### src/rtl/interconexion_pkg.sv
// Shared constants and helpers for the interconexion_param packet switch.
// Holds the default parameter values, the derived width constants for the
// default configuration, and dst_of(), which extracts the destination field
// (the low log2(num_ports) bits) from a word.
package interconexion_pkg;

    localparam int unsigned DEF_DATA_WIDTH   = 10;
    localparam int unsigned DEF_NUM_PORTS    = 4;
    localparam int unsigned DEF_FIFO_DEPTH   = 8;
    localparam int unsigned DEF_AF_THRESHOLD = 2;

    localparam int unsigned DST_W = $clog2(DEF_NUM_PORTS);
    localparam int unsigned CNT_W = $clog2(DEF_FIFO_DEPTH) + 1;

    // Widest word dst_of() accepts; callers zero-extend narrower words.
    localparam int unsigned MAX_WORD_W = 32;

    // num_ports is a power of two, so masking keeps exactly the destination bits.
    function automatic int unsigned dst_of(input logic [MAX_WORD_W-1:0] word,
                                           input int unsigned num_ports);
        return word & (num_ports - 1);
    endfunction

endpackage

### src/rtl/fifo_param.sv
// Circular show-ahead FIFO used for both the input and the output side of the
// switch.
// Ports:
//   clk_i, rst_i         clock, asynchronous active-high reset
//   push_i, wdata_i      write strobe and data (dropped when full unless popped)
//   pop_i                read strobe (ignored when empty)
//   head_o               word at the read pointer, forced to 0 while empty
//   empty_o, full_o      status decoded from the registered count
//   almost_full_o        count >= FIFO_DEPTH - AF_THRESHOLD
module fifo_param
    import interconexion_pkg::*;
#(
    parameter int unsigned DATA_WIDTH   = DEF_DATA_WIDTH,
    parameter int unsigned FIFO_DEPTH   = DEF_FIFO_DEPTH,
    parameter int unsigned AF_THRESHOLD = DEF_AF_THRESHOLD
) (
    input  logic                  clk_i,
    input  logic                  rst_i,
    input  logic                  push_i,
    input  logic                  pop_i,
    input  logic [DATA_WIDTH-1:0] wdata_i,
    output logic [DATA_WIDTH-1:0] head_o,
    output logic                  empty_o,
    output logic                  full_o,
    output logic                  almost_full_o
);

    localparam int unsigned PTR_W  = $clog2(FIFO_DEPTH);
    localparam int unsigned FCNT_W = PTR_W + 1;

    logic [DATA_WIDTH-1:0] mem_q [FIFO_DEPTH];
    logic [PTR_W-1:0]      wptr_q, wptr_d;
    logic [PTR_W-1:0]      rptr_q, rptr_d;
    logic [FCNT_W-1:0]     count_q, count_d;
    logic                  do_push, do_pop;

    assign empty_o       = (count_q == '0);
    assign full_o        = (count_q == FCNT_W'(FIFO_DEPTH));
    assign almost_full_o = (count_q >= FCNT_W'(FIFO_DEPTH - AF_THRESHOLD));

    assign do_pop  = pop_i && !empty_o;
    // A pop in the same cycle frees the slot, so a push to a full FIFO still lands.
    assign do_push = push_i && (!full_o || do_pop);

    assign head_o = empty_o ? '0 : mem_q[rptr_q];

    always_comb begin
        wptr_d  = wptr_q;
        rptr_d  = rptr_q;
        count_d = count_q;
        if (do_push) begin
            wptr_d = wptr_q + PTR_W'(1);
        end
        if (do_pop) begin
            rptr_d = rptr_q + PTR_W'(1);
        end
        case ({do_push, do_pop})
            2'b10:   count_d = count_q + FCNT_W'(1);
            2'b01:   count_d = count_q - FCNT_W'(1);
            default: count_d = count_q;
        endcase
    end

    always_ff @(posedge clk_i or posedge rst_i) begin
        if (rst_i) begin
            wptr_q  <= '0;
            rptr_q  <= '0;
            count_q <= '0;
        end else begin
            wptr_q  <= wptr_d;
            rptr_q  <= rptr_d;
            count_q <= count_d;
        end
    end

    // Storage needs no reset: head_o is masked while the FIFO is empty.
    always_ff @(posedge clk_i) begin
        if (do_push) begin
            mem_q[wptr_q] <= wdata_i;
        end
    end

endmodule

### src/rtl/interconexion_param.sv
// NUM_PORTS x NUM_PORTS packet switch built from FIFOs. Words pushed into the
// input FIFOs are moved, at most one per cycle, to the output FIFO named by
// their low destination bits. An input whose target output is almost full is
// held back without blocking the others.
// Build option: define INTERCON_STRICT_PRIO_EN for fixed lowest-index-wins
// priority; by default the arbiter is round-robin.
// Ports:
//   clk, reset    clock, asynchronous active-high reset
//   push_in       per-input write strobe; data_in lane i feeds input i
//   pop_out       per-output read strobe; data_out lane j is output j's head
//   empty_fifos   [i] input i empty, [NUM_PORTS+j] output j empty
//   full_in       input FIFO full
//   overflow_in   sticky: a push to input i was dropped
//   xfer_valid/xfer_src/xfer_dst  transfer committed at the next edge
module interconexion_param
    import interconexion_pkg::*;
#(
    parameter int unsigned DATA_WIDTH   = DEF_DATA_WIDTH,
    parameter int unsigned NUM_PORTS    = DEF_NUM_PORTS,
    parameter int unsigned FIFO_DEPTH   = DEF_FIFO_DEPTH,
    parameter int unsigned AF_THRESHOLD = DEF_AF_THRESHOLD,
    localparam int unsigned PORT_W      = $clog2(NUM_PORTS)
) (
    input  logic                            clk,
    input  logic                            reset,
    input  logic [NUM_PORTS-1:0]            push_in,
    input  logic [NUM_PORTS*DATA_WIDTH-1:0] data_in,
    input  logic [NUM_PORTS-1:0]            pop_out,
    output logic [NUM_PORTS*DATA_WIDTH-1:0] data_out,
    output logic [2*NUM_PORTS-1:0]          empty_fifos,
    output logic [NUM_PORTS-1:0]            full_in,
    output logic [NUM_PORTS-1:0]            overflow_in,
    output logic                            xfer_valid,
    output logic [PORT_W-1:0]               xfer_src,
    output logic [PORT_W-1:0]               xfer_dst
);

    logic [DATA_WIDTH-1:0] in_head  [NUM_PORTS];
    logic [PORT_W-1:0]     head_dst [NUM_PORTS];
    logic [NUM_PORTS-1:0]  in_empty, in_full, in_pop;
    logic [NUM_PORTS-1:0]  out_empty, out_af, out_push;
    logic [NUM_PORTS-1:0]  unused_in_af, unused_out_full;
    logic [NUM_PORTS-1:0]  eligible;
    logic [NUM_PORTS-1:0]  overflow_q, overflow_d;
    logic                  grant_valid;
    logic [PORT_W-1:0]     grant_src, grant_dst;
    logic [DATA_WIDTH-1:0] xfer_word;

    for (genvar i = 0; i < NUM_PORTS; i++) begin : g_port
        fifo_param #(
            .DATA_WIDTH  (DATA_WIDTH),
            .FIFO_DEPTH  (FIFO_DEPTH),
            .AF_THRESHOLD(AF_THRESHOLD)
        ) u_in_fifo (
            .clk_i        (clk),
            .rst_i        (reset),
            .push_i       (push_in[i]),
            .pop_i        (in_pop[i]),
            .wdata_i      (data_in[i*DATA_WIDTH +: DATA_WIDTH]),
            .head_o       (in_head[i]),
            .empty_o      (in_empty[i]),
            .full_o       (in_full[i]),
            .almost_full_o(unused_in_af[i])
        );

        fifo_param #(
            .DATA_WIDTH  (DATA_WIDTH),
            .FIFO_DEPTH  (FIFO_DEPTH),
            .AF_THRESHOLD(AF_THRESHOLD)
        ) u_out_fifo (
            .clk_i        (clk),
            .rst_i        (reset),
            .push_i       (out_push[i]),
            .pop_i        (pop_out[i]),
            .wdata_i      (xfer_word),
            .head_o       (data_out[i*DATA_WIDTH +: DATA_WIDTH]),
            .empty_o      (out_empty[i]),
            .full_o       (unused_out_full[i]),
            .almost_full_o(out_af[i])
        );

        assign head_dst[i] = PORT_W'(dst_of(MAX_WORD_W'(in_head[i]), NUM_PORTS));
    end

    always_comb begin
        eligible = '0;
        for (int i = 0; i < NUM_PORTS; i++) begin
            eligible[i] = !in_empty[i] && !out_af[head_dst[i]];
        end
    end

`ifdef INTERCON_STRICT_PRIO_EN
    // Descending scan so the lowest eligible index is the last one written.
    always_comb begin
        grant_valid = 1'b0;
        grant_src   = '0;
        for (int k = NUM_PORTS - 1; k >= 0; k--) begin
            if (eligible[k]) begin
                grant_valid = 1'b1;
                grant_src   = PORT_W'(k);
            end
        end
    end
`else
    logic [PORT_W-1:0] rr_q, rr_d;

    // Offsets are PORT_W wide, so rr_q + k wraps modulo NUM_PORTS for free.
    always_comb begin
        grant_valid = 1'b0;
        grant_src   = '0;
        for (int k = NUM_PORTS - 1; k >= 0; k--) begin
            if (eligible[rr_q + PORT_W'(k)]) begin
                grant_valid = 1'b1;
                grant_src   = rr_q + PORT_W'(k);
            end
        end
        rr_d = grant_valid ? grant_src + PORT_W'(1) : rr_q;
    end

    always_ff @(posedge clk or posedge reset) begin
        if (reset) begin
            rr_q <= '0;
        end else begin
            rr_q <= rr_d;
        end
    end
`endif

    assign grant_dst = head_dst[grant_src];
    assign xfer_word = in_head[grant_src];

    always_comb begin
        in_pop   = '0;
        out_push = '0;
        for (int i = 0; i < NUM_PORTS; i++) begin
            in_pop[i]   = grant_valid && (grant_src == PORT_W'(i));
            out_push[i] = grant_valid && (grant_dst == PORT_W'(i));
        end
    end

    // Only a push that is actually dropped counts; a same-cycle pop makes room.
    assign overflow_d = overflow_q | (push_in & in_full & ~in_pop);

    always_ff @(posedge clk or posedge reset) begin
        if (reset) begin
            overflow_q <= '0;
        end else begin
            overflow_q <= overflow_d;
        end
    end

    assign empty_fifos = {out_empty, in_empty};
    assign full_in     = in_full;
    assign overflow_in = overflow_q;
    assign xfer_valid  = grant_valid;
    assign xfer_src    = grant_src;
    assign xfer_dst    = grant_dst;

endmodule

### config.mk
export PLATFORM = sky130hd
export DESIGN_NAME = interconexion_param
export DESIGN_NICKNAME = d
export VERILOG_FILES = /design/src/rtl/interconexion_pkg.sv /design/src/rtl/fifo_param.sv /design/src/rtl/interconexion_param.sv
export SDC_FILE = /design/constraint.sdc
export NUM_CORES = 1
export LEC_CHECK = 0
export ABC_AREA = 1
export CORE_MARGIN = 4
export CORE_UTILIZATION = 40
export DETAILED_ROUTE_END_ITERATION = 7
export PLACE_DENSITY = 0.63
export SYNTH_ARGS = -nofsm -noshare
export SYNTH_HDL_FRONTEND = slang
export SYNTH_HIERARCHICAL = 1
export SYNTH_SLANG_ARGS = --single-unit
### constraint.sdc
create_clock -name clk -period 7.1 [get_ports clk]
set_input_delay 1.42 -clock clk [delete_from_list [all_inputs] [get_ports clk]]
set_output_delay 1.42 -clock clk [all_outputs]
set_load 0.005 [all_outputs]
Word level (Yosys, flattened, before mapping)
Memories as Yosys holds them, arrays and structs flattened.
Index checks and enable logic that the tools add are counted.
Widths: inputs -> output; s select.
{"block": "totals", "ff_bits": 86, "mem_bits_rw": 640, "inputBits": 50, "output_inout_bits": 61, "elab_cells": 254, "memories": 8}
{"block": "classes", "add_sub_neg": 36, "n_lt_le_gt_ge": 13, "eq_ne": 30, "n_mux": 62, "bitwise_logic": 5, "reduce_logical": 74}
{"memory": "g_port[0].u_in_fifo.mem_q", "depth": 8, "word_bits": 10, "read_ports": 1, "rd_clocked_by_memory_dff": 0, "wr": 1, "line_no": "fifo_param.sv:31", "text": "logic [DATA_WIDTH-1:0] mem_q [FIFO_DEPTH];"}
{"memory": "g_port[0].u_out_fifo.mem_q", "depth": 8, "word_bits": 10, "read_ports": 1, "rd_clocked_by_memory_dff": 0, "wr": 1, "line_no": "fifo_param.sv:31"}
{"memory": "g_port[1].u_in_fifo.mem_q", "depth": 8, "word_bits": 10, "read_ports": 1, "rd_clocked_by_memory_dff": 0, "wr": 1, "line_no": "fifo_param.sv:31"}
{"memory": "g_port[1].u_out_fifo.mem_q", "depth": 8, "word_bits": 10, "read_ports": 1, "rd_clocked_by_memory_dff": 0, "wr": 1, "line_no": "fifo_param.sv:31"}
{"memory": "g_port[2].u_in_fifo.mem_q", "depth": 8, "word_bits": 10, "read_ports": 1, "rd_clocked_by_memory_dff": 0, "wr": 1, "line_no": "fifo_param.sv:31"}
{"memory": "g_port[2].u_out_fifo.mem_q", "depth": 8, "word_bits": 10, "read_ports": 1, "rd_clocked_by_memory_dff": 0, "wr": 1, "line_no": "fifo_param.sv:31"}
{"memory": "2 more memories"}
{"operator": "$mux 10", "count": 10}
{"operator": "$pmux 4 s2", "count": 8}
{"operator": "$add 3x1->3 const B", "count": 16}
{"operator": "$add 4x1->4 const B", "count": 8}
{"operator": "$eq 4x4->1 const B", "count": 8}
{"operator": "$logic_not 4->1", "count": 8}
{"operator": "$sub 4x1->4 const B", "count": 8}
{"operator": "$logic_and 1x1->1", "count": 28}
{"operator": "$mux 1", "count": 28}
{"operator": "$eq 2x2->1 const B", "count": 12}
{"operator": "$lt 2x3->1 const B", "count": 8}
{"operator": "$bmux 10 s2", "count": 1}
{"operator": "$eq 2x1->1 const B", "count": 10}
{"operator": "$logic_not 1->1", "count": 20}
{"operator": "$bmux 1 s2", "count": 8}
{"operator": "$ge 4x3->1 const B", "count": 4}
{"operator": "$reduce_bool 2->1", "count": 8}
{"operator": "$mux 2", "count": 6}
{"operator": "$and 4x4->4", "count": 2}
{"operator": "$logic_or 1x1->1", "count": 8}
{"operator": "$add 2x1->2 const B", "count": 2}
{"operator": "$add 2x2->2 const B", "count": 2}
{"operator": "$bmux 2 s2", "count": 1}
{"operator": "$logic_not 2->1", "count": 2}
{"operator": "4 further kinds", "count": 4}

Longest topological paths before layout
Gate-level depths: netlist (run 1).
{"block": "depth", "depth_word": 21, "ltp_mapped": 35, "ltp_nobuf": 34}

Hierarchy
The synthesis (run 1) kept the hierarchy.
{"mod": "fifo_param at g_port[0].u_out_fifo ...", "n_inst": 7, "cells_each": 323, "area_each_um2": 3791.1, "seq_area_each_um2": 2652.5}
{"mod": "fifo_param at g_port[0].u_in_fifo", "n_inst": 1, "cells_each": 326, "area_each_um2": 3877.5, "seq_area_each_um2": 2652.5}
{"mod": "interconexion_param", "n_inst": 1, "cells_each": 194, "area_each_um2": 1093.5, "seq_area_each_um2": 150.1}

Worst setup path before layout (run 1)
No wires, ideal clock.
{"block": "synth_path", "path_type": "flip-flop to output port", "startpoint": "register g_port[2].u_in_fifo.rptr_q[1]", "endpoint": "output port xfer_dst[1]", "arrival_ps": 2887, "required_time_ps": 5680, "setup_slack_ps": 2793, "path_stages_with_launch": 23, "n_path_buf": 3, "cell_sequence": "dfrtp_1 -> inv_1 -> clkbuf_1 -> o21ai_0 -> o22ai_1 -> nor2_1 -> nor2_1 -> nand2_1 -> nand3_1 -> nand2_1 -> nand3_1 -> nand2_1 -> nand2_1 -> nand2_2 -> nor2_2 -> nor2_1 -> nand2_2 -> nand2_4 -> buf_12 -> nand2_1 -> nand3_2 -> nand2_1 -> buf_4"}
{"element": "from (decl)", "line_no": "fifo_param.sv:33", "text": "logic [PTR_W-1:0] rptr_q, rptr_d;"}
{"element": "from (signal assigned)", "line_no": "fifo_param.sv:71", "text": "rptr_q <= rptr_d;"}
{"element": "to (decl)", "line_no": "interconexion_param.sv:35", "text": "output logic [PORT_W-1:0] xfer_dst"}

==> reports/results.ini, run 1 <==
[outcome]
outcome=completed

[place]
place_congestion=0.8489
placed_area_um2=33610
port_buffers=110
dp_slack_ps=1481
dp_hpwl_um=48080

[timing]
maxSlewHeadroom_pct=25.37
whs_ps=466.4
finalSetupViolations=0
fin_crit_ps=6306
tightest_slew_ps=1115
final.setup.worst_slack_ps=794.0
finalClockSkew_ps=52.60
post-route-period-util_pct=88.82
slew_violations=0
finalHoldViolCount=0
max_freq_mhz=158.6
rsz0062_at_grt=no
fin_tns_setup_ps=0

[global_routing]
antenna_found_initial=7
grt_max_degree=43
top_usage_layer=met2
grt_use_met2_pct=29.89
grt_pass1_wl_um=116900
gr-usage-all-layers_pct=17.96
grt_pass1_vias=20577
gr-total-overflow=0
met3_usage_pct=3.094
met1_usage_pct=24.29

[die]
die_area_um2=83240
coreArea_um2=77720
chipHeight_um=288.5
dieWidth_um=288.5
io_pins=111
start_util_pct=40.50
rows=102

[clock_network]
clk_path_buf_depth=3
cts_setup_buffers=0
ctsResizeCount=0
cts.sinks=726
ctsHoldBuffers=0
cts_tree=done
clkLatencyLatePin_ps=650
clk_pin_slew_ps=50
h-tree-depth=3
numCtsBuffers=78
clockRootBuffer=clkbuf_16

[synthesis]
synthesis.area_um2=31470
yosys_warnings=6
synthesis.nets=2863
synth_cells=2773
postSynthAreaPerCell_um2=11.35

[cells_and_area]
layout_commonest_cell=nor2_1
seqCellArea_um2=21370
area_delta_synth_final_pct=15.08
layout_common_cells=nor2_1 (661), edfxtp_1 (640), nand2_1 (289)
fin_nets=2978
drive_above_1_share_pct=9.753
multi_input_area_um2=8874
fillers=6918
design_area_um2=36220

[critical_path]
r2r_cells=24
crit_type=reg -> out
path_cells=inv_1 > o21ai_0 > o22ai_1 > nor2_1 > nor2_1 > inv_2 > nand2_1 > nand3_1 > nand2_1 > nand3_1 > nand2_1 > nand2_1 > nand2_1 > nand3_1 > nand3_1 > nand2_1 > inv_2 > nand3_1 > nand2_2 > clkdlybuf4s50_1
end_kind=primary output
reg2reg_slack_ps=1530
path_depth=20
slowest_delay_ps=590
critical-path-top-delay-family=simple AND/OR/NAND/NOR gates
startpoint_type=flop
worstPathArrival_ps=4890
path_buf_inv=4
crit_top_cell=nand2_1
cpMaxStageDelayCell=dfrtp_1
worstPathMaxFanout=20
cp.required_ps=5680

[worst_hold_path]
hold_depth=1
min_path_type=reg -> reg

[drt]
vias=21016
ant_nets=0
vias_per_cell=5.257
wirelength_um=75390
wl_per_cell_um=18.86
route.detailed.drc=0
drtIter0Drc=1703
drtPass1Iterations=5

[flow_run]
cap_violations=0

==> worst paths after layout <==
path	startpoint	end
hold / removal	overflow_in[3]	overflow_in[3]
hold reg to reg	overflow_in[3]	overflow_in[3]
setup reg to reg	g_port[0].u_in_fifo/rptr_q[0]	g_port[0].u_out_fifo/mem_q[3][1]
max in group asynchronous	reset	g_port[0].u_in_fifo/count_q[0]
setup / recovery	g_port[3].u_in_fifo/rptr_q[1]	xfer_dst[0]
min in group asynchronous	reset	overflow_in[1]
==> stage by stage <==
stage / utilization (%) / cells
finish: 46.60 / 3998
global route: 46.59 / 3995
CTS: 46.59 / 3993
detailed placement: 43.25 / 3848
global placement: 43.25 / 3848
floorplan: - / 2773
==> state kept, by name (all words and copies together), names as in the netlist <==
signal                     flops
g_port.u_in_fifo/rptr_q       12
g_port.u_out_fifo/mem_q      320
g_port.u_in_fifo/mem_q       320
overflow_in                    4
g_port.u_in_fifo/count_q      16
g_port.u_out_fifo/rptr_q      12
g_port.u_out_fifo/wptr_q      12
rr_q                           2
g_port.u_out_fifo/count_q     16
g_port.u_in_fifo/wptr_q       12
==> area by class of cell <==
| class | instances | area share, % |
|---|---|---|
| Clock inverter | 49 | 1.537 |
| Sequential cell | 726 | 59.00 |
| Timing Repair Buffer | 161 | 4.097 |
| Antenna cell | 5 | 0.03454 |
| Tap cell | 1040 | 3.593 |
| Clock buffer | 96 | 5.631 |
| Multi-Input combinational cell | 1767 | 24.50 |
| Inverter | 154 | 1.610 |
==> layer usage <==
layer	wire [µm]	vias up	share of wire, %
li1	-	9926	-
met1	32210	10296	43
met2	36420	668	48
met3	4855	126	6.4
met4	1904	0	2.5
met5	0	-	0
Power of run 1 is not shown: default switching activity piles up to over one toggle a cycle in this logic, so the estimate is an artifact.
==> inputs of run 2 (changes only) <==
- PLACE_DENSITY: 0.63 -> unset
- PLACE_DENSITY_LB_ADDON: unset -> 0.08
==> run 2 against run 1 <==
Compared with the run above: first-iteration DRC count decreased by 18%; count of clock-buffer cells in the layout decreased by 1; die area unchanged; maximum frequency decreased by 0.65%; via count decreased by 3.3%; global-route usage increased by 0.76 points; cell count decreased by 0.50%; critical path depth decreased by 1; hold slack improved by 14 ps; clock skew decreased by 37 ps; sequential cell count unchanged; sequential share of layout area increased by 0.38 points; largest cell class unchanged.
==> reports/results.ini, run 2 (synthesized netlist as in run 1, its figures left out) <==
[outcome]
outcome=completed

[drt]
vias=20318  ; -3.3%
drtPass1Iterations=5  ; unchanged
drtIter0Drc=1399  ; -18%
wl_per_cell_um=19.57  ; +3.8%
ant_nets=0  ; unchanged
vias_per_cell=5.108  ; -2.8%
wirelength_um=77860  ; +3.3%
route.detailed.drc=0  ; unchanged

[timing]
fin_crit_ps=6347  ; +41.14 ps
maxSlewHeadroom_pct=20.70  ; -4.7 points
max_freq_mhz=157.6  ; -0.65%
finalHoldViolCount=0  ; unchanged
post-route-period-util_pct=89.40  ; +0.58 points
rsz0062_at_grt=no
fin_tns_setup_ps=0  ; unchanged
finalSetupViolations=0  ; unchanged
tightest_slew_ps=1185  ; +70.49 ps
finalClockSkew_ps=15.60  ; -37.00 ps
slew_violations=0  ; unchanged

[clock_network]
ctsResizeCount=0  ; unchanged
numCtsBuffers=79  ; +1.3%
clkLatencyLatePin_ps=620  ; -30 ps
h-tree-depth=3  ; unchanged
cts_tree=done
ctsHoldBuffers=0  ; unchanged
cts_setup_buffers=0  ; unchanged
clockRootBuffer=clkbuf_16
clk_pin_slew_ps=60  ; about the same
clk_path_buf_depth=3  ; unchanged
cts.sinks=726  ; unchanged

[critical_path]
reg2reg_slack_ps=1350  ; -180 ps
worstPathMaxFanout=32  ; +60%
startpoint_type=flop
cp.required_ps=5680  ; about the same
worstPathArrival_ps=4930  ; +40 ps
crit_type=reg -> out
end_kind=primary output

[cells_and_area]
finalCoreUtilization_pct=46.30  ; -0.30 points
area_delta_synth_final_pct=14.34
drive_above_1_share_pct=9.224  ; -0.53 points
fin_nets=2964  ; -0.47%
antenna_cells=0  ; -5
fillers=7085  ; +2.4%
fin_cells=3978  ; -0.50%
reg.largest.list=g_port.u_in_fifo/mem_q (320), g_port.u_out_fifo/mem_q (320)
design_area_um2=35990  ; -0.64%
layout_common_cells=nor2_1 (661), edfxtp_1 (640), nand2_1 (290)
layout_commonest_cell=nor2_1

[die]
die_area_um2=83240  ; unchanged
chipHeight_um=288.5  ; unchanged
dieWidth_um=288.5  ; unchanged
coreArea_um2=77720  ; unchanged
start_util_pct=40.50  ; unchanged
io_pins=111  ; unchanged
rows=102  ; unchanged

[global_routing]
gr-usage-all-layers_pct=18.71  ; +0.76 points
gr-total-overflow=0  ; unchanged
grt_pass1_wl_um=120100  ; +2.7%
grt_pass1_vias=20238  ; -1.6%
grt_max_degree=43  ; unchanged
antenna_found_initial=1  ; -6

[place]
place_congestion=0.8033  ; -5.4%
placed_area_um2=33500  ; -0.34%
port_buffers=110  ; unchanged
dp_hpwl_um=48650  ; +1.2%
dpl.cell_count=3833  ; -0.39%

[flow_run]
cap_violations=0  ; unchanged

[worst_hold_path]
min_path_type=reg -> reg

## run 2: cell types whose count changed in the layout (fill, tap and decap cells not counted), moves of 2 or more
cell / delta
diode_2: -5
buf_4: -15
clkbuf_1: -2
clkinv_8: +3
clkinv_1: +3
clkbuf_16: +2
clkinv_4: -3
clkinv_16: -5
clkinv_2: +5
## run 2: path summary, 6_finish.rpt
check                                         startpoint                               end  depth (start not counted)
min reg2reg                               overflow_in[1]                    overflow_in[1]                          1
min                                       overflow_in[1]                    overflow_in[1]                          1
max in group asynchronous                          reset    g_port[3].u_in_fifo/count_q[2]                          2
max reg2reg                g_port[1].u_in_fifo/rptr_q[1]  g_port[2].u_out_fifo/mem_q[6][6]                         21
min in group asynchronous                          reset    g_port[0].u_in_fifo/count_q[0]                          2
max                        g_port[1].u_in_fifo/rptr_q[1]                       xfer_dst[1]                         19
## run 2: area by class of cell
| class | count | area [µm²] | area share, % |
|---|---|---|---|
| Clock buffer | 95 | 2068 | 5.747 |
| Clock inverter | 50 | 422.9 | 1.175 |
| Inverter | 154 | 583.1 | 1.620 |
| Multi-Input combinational cell | 1767 | 8871 | 24.65 |
| Sequential cell | 726 | 21370 | 59.38 |
| Tap cell | 1040 | 1301 | 3.616 |
| Timing Repair Buffer | 146 | 1371 | 3.810 |
## run 2: critical path, stage by stage, from the launching register on
cell and delay, ps:
dfrtp_1 1050, inv_1 450, o21ai_0 190, o22ai_1 100, nor2_1 100, nor2_1 100
inv_2 80, nand2_1 50, nand3_1 100, nand2_1 60, nand3_1 60, nand2_1 110
nand2_1 110, nand3_1 90, nand3_1 70, nand2_1 310, inv_2 310, nand3_2 130
nand2_1 240, clkdlybuf4s50_1 560
## run 2: layer usage
layer	GRT usage (%)	wire length (µm)
met1	25.75	35150
met2	31.19	37550
met3	2.826	3386
met4	5.078	1774
met5	0	0
## run 2: stage by stage
step	worst slack (ps)	hold WS, ps
floorplan	2793	466.3
global placement	1408	458.8
detailed placement	1333	465.9
CTS	681.0	483.6
global route	200.9	501.3
finish	752.8	480.2
Power of run 2 is left out for the same reason.
